===== config.mk =====
export PLATFORM = sky130hd
export DESIGN_NAME = sorted_loader_flat
export DESIGN_NICKNAME = d
export VERILOG_FILES = /design/src/rtl/sorted_loader_if.sv /design/src/rtl/sorted_loader.sv /design/src/flat_wrapper.sv
export SDC_FILE = /design/constraint.sdc
export NUM_CORES = 1
export LEC_CHECK = 0
export BUFFER_PORTS_ARGS = -buffer_cell sky130_fd_sc_hd__buf_2
export CORE_MARGIN = 8
export CORE_UTILIZATION = 48
export CTS_CLUSTER_SIZE = 8
export DETAILED_ROUTE_END_ITERATION = 6
export GPL_TIMING_DRIVEN = 0
export PLACE_DENSITY = 0.76
export RECOVER_POWER = 100
export SYNTH_ARGS = -nofsm -noshare
export SYNTH_HDL_FRONTEND = slang
export SYNTH_SLANG_ARGS = --single-unit
export TNS_END_PERCENT = 50

===== constraint.sdc =====
create_clock -name Clock -period 11.9 [get_ports Clock]
set_clock_uncertainty 0.1 [all_clocks]
set_input_delay 2.38 -clock Clock [delete_from_list [all_inputs] [get_ports Clock]]
set_output_delay 2.38 -clock Clock [all_outputs]
set_load 0.02 [all_outputs]

===== src/rtl/sorted_loader_if.sv =====
// Bus bundle for sorted_loader: insert handshake, search-side read port and status.
// Handshake: Load is taken only in a cycle where Ready=1 and Full=0; Done pulses one
// cycle after the value is written. Load while Ready=0 is dropped, and Load while Full
// produces a one-cycle Overflow pulse.
interface sorted_loader_if #(
    parameter int WIDTH = 8,
    parameter int AW    = 5
);
    logic [WIDTH-1:0] Data_In;
    logic             Load;
    logic [AW-1:0]    Rd_Addr;
    logic [WIDTH-1:0] Rd_Data;
    logic             Ready;
    logic             Done;
    logic [AW-1:0]    Insert_Pos;
    logic [AW:0]      Count;
    logic             Full;
    logic             Overflow;
    logic             dbg_state;

    modport master (
        output Data_In, Load, Rd_Addr,
        input  Rd_Data, Ready, Done, Insert_Pos, Count, Full, Overflow, dbg_state
    );

    modport slave (
        input  Data_In, Load, Rd_Addr,
        output Rd_Data, Ready, Done, Insert_Pos, Count, Full, Overflow, dbg_state
    );
endinterface


===== src/rtl/sorted_loader.sv =====
// Insertion-sort fill stage: keeps a DEPTH x WIDTH array in ascending unsigned order,
// shifting one larger element up per cycle until the new value's slot is found.
// A registered read port lets the search stage address the array directly.
module sorted_loader #(
    parameter int WIDTH = 8,
    parameter int DEPTH = 32,
    parameter int AW    = 5
) (
    input  logic Clock,
    input  logic Reset,
    sorted_loader_if.slave bus
);
    localparam logic [0:0]  S_IDLE   = 1'b0;
    localparam logic [0:0]  S_SHIFT  = 1'b1;
    localparam logic [AW:0] FULL_CNT = DEPTH[AW:0];

    logic [WIDTH-1:0] mem_q [DEPTH];

    logic [0:0]       state_q, state_d;
    logic [WIDTH-1:0] d_q, d_d;
    logic [AW:0]      idx_q, idx_d;
    logic [AW:0]      count_q, count_d;
    logic [AW-1:0]    pos_q, pos_d;
    logic             done_q, done_d;
    logic             ovf_q, ovf_d;
    logic [WIDTH-1:0] rd_q;

    logic             mem_we;
    logic [AW-1:0]    mem_waddr;
    logic [WIDTH-1:0] mem_wdata;
    logic [AW-1:0]    idx_m1;
    logic [WIDTH-1:0] prev_val;
    logic             full;

    assign full     = (count_q == FULL_CNT);
    assign idx_m1   = idx_q[AW-1:0] - 1'b1;
    assign prev_val = mem_q[idx_m1];

    // Next-state logic: accept/reject loads in IDLE, shift-or-insert in SHIFT
    always_comb begin
        state_d   = state_q;
        d_d       = d_q;
        idx_d     = idx_q;
        count_d   = count_q;
        pos_d     = pos_q;
        done_d    = 1'b0;
        ovf_d     = 1'b0;
        mem_we    = 1'b0;
        mem_waddr = idx_q[AW-1:0];
        mem_wdata = d_q;
        case (state_q)
            S_IDLE: begin
                if (bus.Load) begin
                    if (full) begin
                        ovf_d = 1'b1;
                    end else begin
                        d_d     = bus.Data_In;
                        idx_d   = count_q;
                        state_d = S_SHIFT;
                    end
                end
            end
            S_SHIFT: begin
                // Stop at the first element <= D so equal values keep arrival order
                if (idx_q == '0 || prev_val <= d_q) begin
                    mem_we    = 1'b1;
                    mem_wdata = d_q;
                    pos_d     = idx_q[AW-1:0];
                    count_d   = full ? count_q : count_q + 1'b1;
                    done_d    = 1'b1;
                    state_d   = S_IDLE;
                end else begin
                    mem_we    = 1'b1;
                    mem_wdata = prev_val;
                    idx_d     = idx_q - 1'b1;
                end
            end
            default: state_d = S_IDLE;
        endcase
    end

    // Control and status registers; reset aborts any insertion in progress
    always_ff @(posedge Clock) begin
        if (Reset) begin
            state_q <= S_IDLE;
            d_q     <= '0;
            idx_q   <= '0;
            count_q <= '0;
            pos_q   <= '0;
            done_q  <= 1'b0;
            ovf_q   <= 1'b0;
        end else begin
            state_q <= state_d;
            d_q     <= d_d;
            idx_q   <= idx_d;
            count_q <= count_d;
            pos_q   <= pos_d;
            done_q  <= done_d;
            ovf_q   <= ovf_d;
        end
    end

    // Array storage; contents survive reset, only writes are suppressed during it
    always_ff @(posedge Clock) begin
        if (mem_we && !Reset) begin
            mem_q[mem_waddr] <= mem_wdata;
        end
    end

    // Registered read port; addresses beyond the valid range read as zero
    always_ff @(posedge Clock) begin
        if (Reset) begin
            rd_q <= '0;
        end else if ({1'b0, bus.Rd_Addr} < count_q) begin
            rd_q <= mem_q[bus.Rd_Addr];
        end else begin
            rd_q <= '0;
        end
    end

    assign bus.Rd_Data    = rd_q;
    assign bus.Ready      = (state_q == S_IDLE);
    assign bus.Done       = done_q;
    assign bus.Insert_Pos = pos_q;
    assign bus.Count      = count_q;
    assign bus.Full       = full;
    assign bus.Overflow   = ovf_q;
    assign bus.dbg_state  = state_q[0];
endmodule


===== src/flat_wrapper.sv =====
// flat-port wrapper written by rule: the top's interface ports become plain ports
module sorted_loader_flat 
#(
    parameter int WIDTH = 8,
    parameter int DEPTH = 32,
    parameter int AW    = 5
)
  (Clock, Reset, bus_Data_In, bus_Load, bus_Rd_Addr, bus_Rd_Data, bus_Ready, bus_Done, bus_Insert_Pos, bus_Count, bus_Full, bus_Overflow, bus_dbg_state);
  sorted_loader_if #(.WIDTH(WIDTH), .AW(AW)) bus_i ();
  input  logic Clock;
  input  logic Reset;
  input wire logic [$bits(bus_i.Data_In)-1:0] bus_Data_In;
  input wire logic [$bits(bus_i.Load)-1:0] bus_Load;
  input wire logic [$bits(bus_i.Rd_Addr)-1:0] bus_Rd_Addr;
  output wire logic [$bits(bus_i.Rd_Data)-1:0] bus_Rd_Data;
  output wire logic [$bits(bus_i.Ready)-1:0] bus_Ready;
  output wire logic [$bits(bus_i.Done)-1:0] bus_Done;
  output wire logic [$bits(bus_i.Insert_Pos)-1:0] bus_Insert_Pos;
  output wire logic [$bits(bus_i.Count)-1:0] bus_Count;
  output wire logic [$bits(bus_i.Full)-1:0] bus_Full;
  output wire logic [$bits(bus_i.Overflow)-1:0] bus_Overflow;
  output wire logic [$bits(bus_i.dbg_state)-1:0] bus_dbg_state;
  assign bus_i.Data_In = bus_Data_In;
  assign bus_i.Load = bus_Load;
  assign bus_i.Rd_Addr = bus_Rd_Addr;
  assign bus_Rd_Data = bus_i.Rd_Data;
  assign bus_Ready = bus_i.Ready;
  assign bus_Done = bus_i.Done;
  assign bus_Insert_Pos = bus_i.Insert_Pos;
  assign bus_Count = bus_i.Count;
  assign bus_Full = bus_i.Full;
  assign bus_Overflow = bus_i.Overflow;
  assign bus_dbg_state = bus_i.dbg_state;
  sorted_loader #(.WIDTH(WIDTH), .DEPTH(DEPTH), .AW(AW)) u_core (.Clock(Clock), .Reset(Reset), .bus(bus_i));
endmodule

* Yosys cells after proc, flatten, opt, wreduce, memory -nomap -nowiden
Memory sizes are Yosys's and may differ from the RTL's. A register that Yosys moved wholly into a read port is not among the register bits. Index checks and enable logic that the tools add are counted.
Cells by class: bitwise logic cells 4, equal/unequal tests 4, order comparisons 2, multiplexer cells 15, $add $sub $neg 3, reductions and logical operators 11
Operators by type and width (number):
- $mux 6 | 3
- $mux 8 | 2
- $pmux 6 s2 | 1
- $reduce_and 3->1 | 3
- $le 8x8->1 | 1
- $mux 1 | 8
- $add 6x1->6 const B | 1
- $eq 6x6->1 const B | 1
- $logic_not 6->1 | 1
- $lt 5x6->1 | 1
- $ne 2x2->1 const B | 3
- $sub 6x1->6 const B | 1
- $sub 5x1->5 const B | 1
- $not 1->1 | 4
- $reduce_or 2->1 | 2
- $reduce_or 3->1 | 1
- $pmux 1 s2 | 1
- $reduce_and 2->1 | 1
- $logic_and 1x1->1 | 1
- $logic_not 1->1 | 1
- $logic_or 1x1->1 | 1
Storage, ports and cells: output and inout bits 24, memories 1, bits in writable memories 256, bits of input ports 16, register bits 28, logic and storage cells 47
Memories:
- u_core.mem_q | depth 32, width 8, rd ports 2, clocked after Yosys merged registers in 1, write ports 1, RTL line sorted_loader.sv:17 | logic [WIDTH-1:0] mem_q [DEPTH];

* Logic depth before layout (Yosys ltp)
An unclocked memory read counts as a cell.
depth after elaboration 6, gate-level depth with buffers 19, mapped depth without buffers 14

* Worst setup path before layout
No wires, ideal clock.
path kind register to register, start register u_core.idx_q[0], end memory u_core.mem_q[0][0], data pin, data required time 11.346 ns, clock period less this slack 5.943 ns, stages on the path, launching flop included 19, library setup time 0.454 ns, setup slack 5.957 ns, data arrival time 5.389 ns, cell sequence dfxtp_1 -> clkbuf_1 -> buf_2 -> buf_2 -> inv_1 -> ha_1 -> buf_2 -> clkbuf_1 -> mux4_2 -> mux2i_1 -> a32o_1 -> a221oi_1 -> ha_1 -> nand2_1 -> o21bai_1 -> a211oi_1 -> o21ai_2 -> clkbuf_1 -> o21ai_0
Between the ends: word-level cells in the longest chain between the ends 6, elaborated cells between the ends (all ways) 7, those cells by class add/sub (1); order compare (1); mux (2); reduce/logical (2); memory (1)
Ends and longest elaborated chain:
- from (decl) | RTL line sorted_loader.sv:21 | logic [AW:0] idx_q, idx_d;
- from (signal assigned) | RTL line sorted_loader.sv:95 | idx_q <= idx_d;
- $sub 5x1->5 | RTL line sorted_loader.sv:36 | assign idx_m1 = idx_q[AW-1:0] - 1'b1;
- $mem_v2 32x8
- $le 8x8->1 | RTL line sorted_loader.sv:65 | if (idx_q == '0 || prev_val <= d_q) begin
- $logic_or 1x1->1 | RTL line sorted_loader.sv:65
- $mux 8 * | RTL line sorted_loader.sv:65
- $mux 8 * | RTL line sorted_loader.sv:51 | case (state_q)
- via u_core.mem_wdata[0] | RTL line sorted_loader.sv:30 | logic [WIDTH-1:0] mem_wdata;
- to (decl) | RTL line sorted_loader.sv:17
The timed path passes the listed nets; every way through them passes the cells marked *.

* Final worst setup path
start register u_core.idx_q[0], end memory u_core.mem_q[7][0], data pin
The elaborated chain is that of the path after synthesis.

==> results_dict.tcl <==
set metrics [dict create \
    layout-drive-gt1-share 0.237 \
    worst_hold_path_type "flop to flop" \
    rows 62 \
    wirelength_mm 37.2 \
    detail_route.first_pass.iterations 7 \
    count_of_state_elements_after_synthesis 292 \
    setup.worst_path.start_class "flop" \
    synth_enable_flop_cells 256 \
    worst_slack_ns 2.34 \
    post-route-drc-count 0 \
    yosys_warnings 0 \
    avgSynthCellArea_um2 17.1 \
    crit_path_cell_trace "clkbuf_1 -> clkbuf_1 -> clkbuf_1 -> inv_1 -> ha_1 -> clkbuf_1 -> clkbuf_1 -> mux4_2 -> mux2i_1 -> a32o_1 -> a221oi_1 -> ha_1 -> nand2_1 -> o21bai_1 -> a211oi_1 -> o21ai_0 -> clkbuf_1 -> o21ai_0" \
    post_synth_instance_area_um2 13900 \
    cts-resized-gates 0 \
    main_area_contributors_after_synthesis "sky130_fd_sc_hd__edfxtp_1, sky130_fd_sc_hd__mux4_2, sky130_fd_sc_hd__dfxtp_1" \
    floorplan.die_area_um2 34600 \
    final.min_clock_period_ns 9.56 \
    post_cts_hold_buffer_count 0 \
    post-synth-top-area-fraction 0.554 \
    post-cts-setup-buffers 0 \
    ffs_w_async_s_r_synth 0 \
    clock_sink_count 292 \
    worst_path_most_repeated_cell "sky130_fd_sc_hd__clkbuf_1" \
    post-synth-top-count-cell "sky130_fd_sc_hd__edfxtp_1" \
    placement_stage_worst_setup_slack_ns 4.40 \
    critical_path.top_delay_family "buffers and inverters" \
    timing.critical_path.slowest_stage_cell "sky130_fd_sc_hd__o21ai_0" \
    post_synthesis_cell_type_with_the_largest_combined_area "sky130_fd_sc_hd__edfxtp_1" \
    finalMaxSlewViolations 26 \
    placed_cells_incl_taps 1232 \
    netlist_instances 809 \
    timing.final.crit_share 0.803 \
    critPathRequiredTime_ns 11.81 \
    route.detailed.vias_per_inst 6.60 \
    worst-path-max-fanout 17 \
    powerDensity_nw_per_um2 196 \
    final-instance-count-excl-fill 1309 \
    synth_top_flop_cell "sky130_fd_sc_hd__edfxtp_1" \
    insertion_delay_ns 0.53 \
    antenna_found_initial 0 \
    combined_global_route_utilization_of_all_metal_layers 0.218 \
    finalSetupTns_ns 0 \
    antenna-diode-count 0 \
    critical-path-max-stage-delay_ns 1.67 \
    timing.critical_path.arrival_ns 9.47 \
    ir_drop_mv 0.100 \
    starting_density_of_the_core 0.486 \
    overflow_after_grt 0 \
    routedWlPerCell_um 28.5 \
    place_congestion 0.964 \
    power.static_leakage_uw 0.00510 \
    count_of_max_cap_constraint_violations 2 \
    grt_first_pass_wirelength_mm 55.3 \
    layout.core_utilization 0.552 \
    timing_hold_violations_final 0 \
    fillers 2212 \
    ys_seq_area_frac 0.606 \
    boundaryPins 40 \
    relSlewSlack -0.424 \
    worst-path-buf-inv 7 \
    mappedNetlistNets 844 \
    die_height_um 186 \
    clk_transition_reported_paths_ns 0.05 \
    port-buffer-count 38 \
    run_status "finished with violations" \
    violations_in_the_final_reports "max-capacitance violations, max-slew violations" \
    setup_repair_after_global_routing_missed_its_margin "false" \
    setup_violations 0 \
    place.detailed.hpwl_mm 25.1 \
    core_um2 28500 \
    fp.dieW_um 186 \
    yosys-top-cells-count "sky130_fd_sc_hd__edfxtp_1, sky130_fd_sc_hd__mux4_2, sky130_fd_sc_hd__nor2_1" \
    critical_path.endpoint_type "flop" \
    drt.antenna.violating_nets 0 \
    clockRootBuffer "sky130_fd_sc_hd__clkbuf_16" \
    area_growth_pct 13.5 \
    setup.worst_path.class "flop to flop" \
    cts_made_buffers 42 \
    drt-initial-drc-count 1324 \
    vias 8634 \
    h-tree-depth 2 \
    num-nets-final 927 \
    design_power_total_uw 3090 \
    cts.path.max_buffers 3 \
    grt_start_max_net_pins 33 \
    first_global_vias 8475 \
    worst_pin_slew_ns 2.11 \
    fmax_mhz 105 \
    synth.distinct_cells 46 \
    cts_tree "built" \
]
-- through the flow --
stage / hold WS, ns / area, um^2
6_report: 0.383 / 15700
5_1_grt: 0.410 / 15700
4_1_cts: 0.375 / 15800
3_5_place_dp: 0.367 / 14600
3_3_place_gp: 0.359 / 14500
2_1_floorplan: 0.347 / 13900
-- report_power, final --
group / leakage [uW] / internal [uW] / switching (uW) / total [uW]
registers: 0.00264 / 1180 / 11.1 / 1190
logic: 0.00188 / 291 / 487 / 778
clock network: 0.000586 / 694 / 429 / 1120
total: 0.00510 / 2170 / 927 / 3090
-- layout make-up --
class | instances | area, um^2 | share of cell area
Sequential cell | 292 | 8410 | 0.534
Multi-Input combinational cell | 442 | 5150 | 0.327
Clock buffer | 75 | 1200 | 0.0760
Tap cell | 384 | 480 | 0.0305
Buffer | 55 | 231 | 0.0147
Timing Repair Buffer | 39 | 173 | 0.0110
Inverter | 20 | 75.1 | 0.00477
Clock inverter | 2 | 38.8 | 0.00246
-- flip-flops by register name (all words and copies together) (netlist names), 5 cells and up --
name	count
u_core.bus.Count	6
u_core.bus.Insert_Pos	5
u_core.bus.Rd_Data	8
u_core.d_q	8
u_core.idx_q	6
u_core.mem_q	256
-- routing by layer --
| layer | track usage | up-vias | share of wire |
|---|---|---|---|
| li1 | - | 3502 | - |
| met1 | 0.297 | 4395 | 0.38 |
| met2 | 0.334 | 633 | 0.46 |
| met3 | 0.0451 | 104 | 0.11 |
| met4 | 0.104 | 0 | 0.048 |
| met5 | 0 | - | 0 |
-- logic make-up after synthesis --
logic type	share of synthesized area
fa+ha+maj	0.0171
flops	0.606
mux	0.264
xor+xnor	0.00244
compound gates	0.0379
buf+inv	0.0225
simple gates	0.0503
-- tightest hold or removal path: cells and delay by family (launching register included) --
kind | cells | cell delay, ns
flip-flops | 1 | 0.30
AO/OA/AOI/OAI | 2 | 0.13
-- path summary, 6_finish.rpt --
kind	from	end	slack, ns	cells after the start
worst max-delay path	u_core.idx_q[0]	u_core.mem_q[7][0]	2.34	18
worst min-delay path	u_core.bus.Insert_Pos[4]	u_core.bus.Insert_Pos[4]	0.38	2
worst max register to register	u_core.idx_q[0]	u_core.mem_q[7][0]	2.34	18
worst min register to register	u_core.bus.Insert_Pos[4]	u_core.bus.Insert_Pos[4]	0.38	2
-- layout by cell type (no fill, tap or decap), types with 20 or more instances in the layout --
cell | netlist | layout
sky130_fd_sc_hd__edfxtp_1 | 256 | 256
sky130_fd_sc_hd__mux4_2 | 144 | 144
sky130_fd_sc_hd__clkbuf_1 | 28 | 92
sky130_fd_sc_hd__nor2_1 | 57 | 57
sky130_fd_sc_hd__nand2_1 | 55 | 55
sky130_fd_sc_hd__clkbuf_16 | 0 | 43
sky130_fd_sc_hd__dfxtp_1 | 36 | 36
sky130_fd_sc_hd__mux2i_1 | 31 | 31
sky130_fd_sc_hd__a21oi_1 | 27 | 27
sky130_fd_sc_hd__nand3_1 | 24 | 24
sky130_fd_sc_hd__buf_2 | 15 | 23
sky130_fd_sc_hd__inv_1 | 20 | 20
Note: power is estimated with default switching activity, not from simulation.
